`config.mk`:
```
export PLATFORM = sky130hd
export DESIGN_NAME = mul_accum
export DESIGN_NICKNAME = d
export VERILOG_FILES = /design/src/rtl/mul_pkg.sv /design/src/rtl/mul_acc_add.sv /design/src/rtl/mul_accum.sv
export SDC_FILE = /design/constraint.sdc
export NUM_CORES = 1
export LEC_CHECK = 0
export ABC_CLOCK_PERIOD_IN_PS = 3900
export BUFFER_PORTS_ARGS = -buffer_cell sky130_fd_sc_hd__buf_2
export CAP_MARGIN = 20
export CORE_MARGIN = 4
export CORE_UTILIZATION = 57
export DETAILED_ROUTE_END_ITERATION = 12
export GPL_TIMING_DRIVEN = 0
export HOLD_SLACK_MARGIN = 0.08
export PLACE_DENSITY = 0.82
export SYNTH_ARGS = -nofsm -noshare
export SYNTH_HDL_FRONTEND = slang
export SYNTH_HIERARCHICAL = 1
export SYNTH_SLANG_ARGS = --single-unit
```
`constraint.sdc`:
```
create_clock -name clk -period 3.9 [get_ports clk]
set_input_delay 0.585 -clock clk [delete_from_list [all_inputs] [get_ports clk]]
set_output_delay 0.585 -clock clk [all_outputs]
set_load 0.005 [all_outputs]
```
`src/rtl/mul_pkg.sv`:
```
// Shared types and constants for the mul_accum MAC accumulator slice.
package mul_pkg;

  typedef enum logic [1:0] {
    IDLE  = 2'd0,
    ACCUM = 2'd1,
    HOLD  = 2'd2
  } state_t;

  localparam int PROD_W    = 64;
  localparam int ACC_W_DEF = 72;
  localparam int CNT_W_DEF = 8;

endpackage

```
`src/rtl/mul_acc_add.sv`:
```
// Combinational ACC_W adder with carry out.
// With MUL_ACCUM_SATURATE_EN defined the sum clamps to all-ones on a carry.
module mul_acc_add
  import mul_pkg::*;
#(
  parameter int ACC_W = ACC_W_DEF
) (
  input  logic [ACC_W-1:0] acc,
  input  logic [ACC_W-1:0] addend,
  output logic [ACC_W-1:0] sum,
  output logic             carry
);

  logic [ACC_W:0] raw_s;

  // full-width add; the extra bit is the carry out
  always_comb begin
    raw_s = {1'b0, acc} + {1'b0, addend};
    carry = raw_s[ACC_W];
`ifdef MUL_ACCUM_SATURATE_EN
    if (raw_s[ACC_W]) begin
      sum = {ACC_W{1'b1}};
    end else begin
      sum = raw_s[ACC_W-1:0];
    end
`else
    sum = raw_s[ACC_W-1:0];
`endif
  end

endmodule

```
`src/rtl/mul_accum.sv`:
```
// Sums a programmed number of 64-bit products and presents the result with
// a valid/ready handshake. Saturating build: define MUL_ACCUM_SATURATE_EN.
module mul_accum
  import mul_pkg::*;
#(
  parameter int ACC_W = ACC_W_DEF,
  parameter int CNT_W = CNT_W_DEF
) (
  input  logic              clk,
  input  logic              rst,
  input  logic              start,
  input  logic [CNT_W-1:0]  len,
  input  logic [PROD_W-1:0] prod,
  input  logic              prod_valid,
  output logic              prod_ready,
  output logic [ACC_W-1:0]  res,
  output logic              res_valid,
  input  logic              res_ready,
  output logic              ovf,
  output logic              busy
);

  state_t             state_r, state_nxt_s;
  logic [ACC_W-1:0]   acc_r, acc_nxt_s, sum_s;
  logic [CNT_W-1:0]   cnt_r, cnt_nxt_s;
  logic               ovf_r, ovf_nxt_s, carry_s, accept_s;

  mul_acc_add #(.ACC_W(ACC_W)) u_add (
    .acc    (acc_r),
    .addend ({{(ACC_W-PROD_W){1'b0}}, prod}),
    .sum    (sum_s),
    .carry  (carry_s)
  );

  assign accept_s = prod_valid & (state_r == ACCUM);

  // next-state and datapath update
  always_comb begin
    state_nxt_s = state_r;
    acc_nxt_s   = acc_r;
    cnt_nxt_s   = cnt_r;
    ovf_nxt_s   = ovf_r;
    case (state_r)
      IDLE: begin
        if (start) begin
          acc_nxt_s   = {ACC_W{1'b0}};
          ovf_nxt_s   = 1'b0;
          cnt_nxt_s   = len;
          state_nxt_s = (len != {CNT_W{1'b0}}) ? ACCUM : HOLD;
        end else begin
          state_nxt_s = IDLE;
        end
      end
      ACCUM: begin
        if (accept_s) begin
          acc_nxt_s = sum_s;
          cnt_nxt_s = cnt_r - {{(CNT_W-1){1'b0}}, 1'b1};
          ovf_nxt_s = ovf_r | carry_s;
          if (cnt_r == {{(CNT_W-1){1'b0}}, 1'b1}) begin
            state_nxt_s = HOLD;
          end else begin
            state_nxt_s = ACCUM;
          end
        end else begin
          state_nxt_s = ACCUM;
        end
      end
      HOLD: begin
        if (res_ready) begin
          state_nxt_s = IDLE;
        end else begin
          state_nxt_s = HOLD;
        end
      end
      default: begin
        state_nxt_s = IDLE;
      end
    endcase
  end

  // state and datapath registers
  always_ff @(posedge clk) begin
    if (rst) begin
      state_r <= IDLE;
      acc_r   <= {ACC_W{1'b0}};
      cnt_r   <= {CNT_W{1'b0}};
      ovf_r   <= 1'b0;
    end else begin
      state_r <= state_nxt_s;
      acc_r   <= acc_nxt_s;
      cnt_r   <= cnt_nxt_s;
      ovf_r   <= ovf_nxt_s;
    end
  end

  // outputs decode straight from registers, no input-to-output path
  assign prod_ready = (state_r == ACCUM);
  assign res_valid  = (state_r == HOLD);
  assign busy       = (state_r != IDLE);
  assign res        = acc_r;
  assign ovf        = ovf_r;

endmodule

```
==> impl_metrics.ini <==
[status]
outcome = complete, no violations

[finish]
number_of_nets_in_the_layout = 1366
layout.filler_cells = 1188
fraction_of_layout_cells_with_a_size_suffix_above_1_pct = 17.7
multi_input_comb_area_um2 = 5470
seq_area_um2 = 1660
area.growth.synth_to_final_pct = 18.3

[logic_synthesis]
post_synth.cell_area_avg_um2 = 7.17
synthArstFlopShare_pct = 0
synthTopCellsByArea = dfxtp_1, ha_1, a21oi_1
synth.top_cell.area_share_pct = 22.2
yosys_register_bits = 83
sequential_to_total_area_share_from_yosys_stat_pct = 22.2
synthesis.instances = 1044
synth_warnings = 6
synth_top_flop_cell = dfxtp_1
post_synth_instance_area_um2 = 7490
netlist.top_cell.by_area = dfxtp_1
synth_edf_count = 0
yosysUniqueCellTypes = 65

[global_routing]
globalRouteOverflowTotal = 0
grt_use_total_pct = 28.9
largest_net_degree_at_the_start_of_global_routing = 14
first_global_vias = 7691
wire_length_of_the_first_global_routing_pass_um = 35700
antenna_found_initial = 5

[sta]
final.min_clock_period_ns = 3.75
rsz0062_at_grt = no
timing_max_transition_violations_final = 0
sum_of_negative_setup_slack_ns = 0
max-slew-margin-rel_pct = 50.6
worst_slew_pin_slew_ns = 0.722
fin_worst_skew_ns = 0.0105
final_setup_violating_endpoints = 0
report.final.hold_viol_count = 0
post-route-period-util_pct = 96.1
fmax_ghz = 0.267
final.hold.worst_slack_ns = 0.458

[clock_network]
tritoncts_buffer_count = 9
cts_tree = done
ctsLongestPathBuffers = 2
clock_latency_ns = 0.35
cts_root_buffer = clkbuf_16
path_clk_slew_ns = 0.07
cts_num_sinks = 83
cts-htree-levels = 3

[worst_setup_path]
critPathLaunchType = register
crit_buf_inv = 1
maximum_fanout_along_the_worst_path = 4
worstPathArrival_ns = 4.04
crit_required_ns = 4.19
path_delay_family = compound AO/OA/AOI/OAI gates
critical_path.slowest_cell = fa_1
endpoint_kind = register
timing.critical_path.cells = ha_1, fa_1, a21o_1, a311oi_1, or4_1, o211ai_1, o211ai_1, buf_4, a31oi_2, a211oi_2, o21bai_1, a21oi_1, xnor2_1, nand3_1, a21oi_1
timing.critical_path.slowest_cell_delay_ns = 0.40
path_class = register to register

[floorplan]
die_h_um = 123
placeableCoreArea_um2 = 12700
initial_utilization_pct = 58.8
die_area_um2 = 15000
io_pins = 153
num_rows = 41
fp.dieW_um = 123

[drt]
drtAntennaViolNets = 0
via_per_inst = 5.96
postRouteWirelength_um = 22000
drt_pre_antenna_iters = 6
detailedRoute.firstIterationViolations = 887
avgRoutedWirePerCell_um = 15.7
via_count = 8323
number_of_remaining_drc_errors = 0

[worst_hold_path]
hp-class = input pin to register

[place]
final_replace_weighted_congestion = 0.935
dp.final_hpwl_um = 16900
io_buffers = 151

[pwr]
p_leak_nw = 4.07
ir_drop_mv = 0.328
power_density_nw_per_um2 = 311

[flow_run]
max_cap_viols = 0
worst paths after layout:
kind           start  endpoint  slack (ns)  cells past startpoint
max           res[0]   res[68]        0.15                     15
min            start       ovf        0.46                      2
max reg2reg   res[0]   res[68]        0.15                     15
min reg2reg  res[41]   res[41]        0.47                      2
stage by stage:
stage / std cells / total power [mW] / instance area, um2 / utilization (%) / setup WS, ns
after floorplan: 1051 / 1.52 / 7510 / - / 0.569
after global placement: 1374 / 1.73 / 8480 / 66.7 / -0.243
after detailed placement: 1374 / 1.74 / 8480 / 66.7 / -0.265
after CTS: 1390 / 2.75 / 8830 / 69.4 / 0.0799
after global routing: 1396 / 2.91 / 8850 / 69.6 / 0.00364
final: 1397 / 2.76 / 8850 / 69.6 / 0.151
power breakdown:
group / switching (mW) / total, mW / internal, mW
logic: 0.498 / 0.816 / 0.318
registers: 0.0398 / 0.931 / 0.891
clock network: 0.366 / 1.01 / 0.644
total: 0.904 / 2.76 / 1.85
registers in the layout, summed over array words and instances, names as in the netlist:
signal,count
ovf,1
cnt_r,8
res,72
state_r,2
layer usage:
metal  routed length (um)  track usage (%)
met2                10100             46.4
met5                    0                0
met3                 1710             4.98
met1                 9790             39.3
met4                  380             9.80
Yosys cell counts (6+ instances only):
| library cell | instances |
|---|---|
| a21oi_1 | 181 |
| nor4_1 | 10 |
| o21ai_0 | 53 |
| xnor2_1 | 52 |
| buf_2 | 29 |
| inv_1 | 33 |
| a21o_1 | 30 |
| nor2_1 | 55 |
| nand4_1 | 23 |
| o21bai_1 | 18 |
| and2_1 | 6 |
| nor2b_1 | 8 |
| xor2_1 | 16 |
| dfxtp_1 | 83 |
| and3_1 | 6 |
| a211oi_1 | 9 |
| nor3_1 | 15 |
| nand3_1 | 82 |
| o21a_1 | 6 |
| nand2b_1 | 6 |
| a31oi_1 | 8 |
| nand2_1 | 141 |
| ha_1 | 74 |
| clkbuf_1 | 25 |
| o211ai_1 | 6 |
area by class of cell:
| class | count | share of cell area, % |
|---|---|---|
| diodes | 6 | 0.170 |
| plain buffers | 57 | 2.95 |
| clock buffers | 12 | 2.78 |
| clock inverters | 4 | 1.10 |
| inverters | 33 | 1.40 |
| multi-input cells | 878 | 61.8 |
| flip-flops and latches | 83 | 18.8 |
| well taps | 172 | 2.43 |
| repair buffers | 152 | 8.62 |
kinds of logic after synthesis:
| group | Yosys count | share of synthesized area, % |
|---|---|---|
| flip-flops | 83 | 22.2 |
| multiplexers | 1 | 0.150 |
| AO/OA/AOI/OAI | 358 | 29.1 |
| AND/OR/NAND/NOR | 368 | 22.8 |
| adder cells (fa/ha/maj) | 75 | 12.6 |
| other | 1 | 0.0501 |
| buffers and inverters | 90 | 5.15 |
| XOR/XNOR | 68 | 7.96 |
layout by cell type, fill, tap and decap left out, drive strengths merged, types with 23 or more instances in the layout:
master / n
nand3: 82
o21ai: 55
buf: 184
nor2: 55
a21o: 30
nand4: 23
nand2: 142
xnor2: 52
ha: 74
inv: 33
clkbuf: 37
a21oi: 182
dfxtp: 83
timing repair:
action                                 in CTS  in global routing
setup endpoints to repair                   0                  3
hold buffers                                0                  0
endpoints found under the hold margin       0                  0
buffers inserted                            0                  1
gates resized for setup                     0                  1
(Power assumes the default switching activity.)
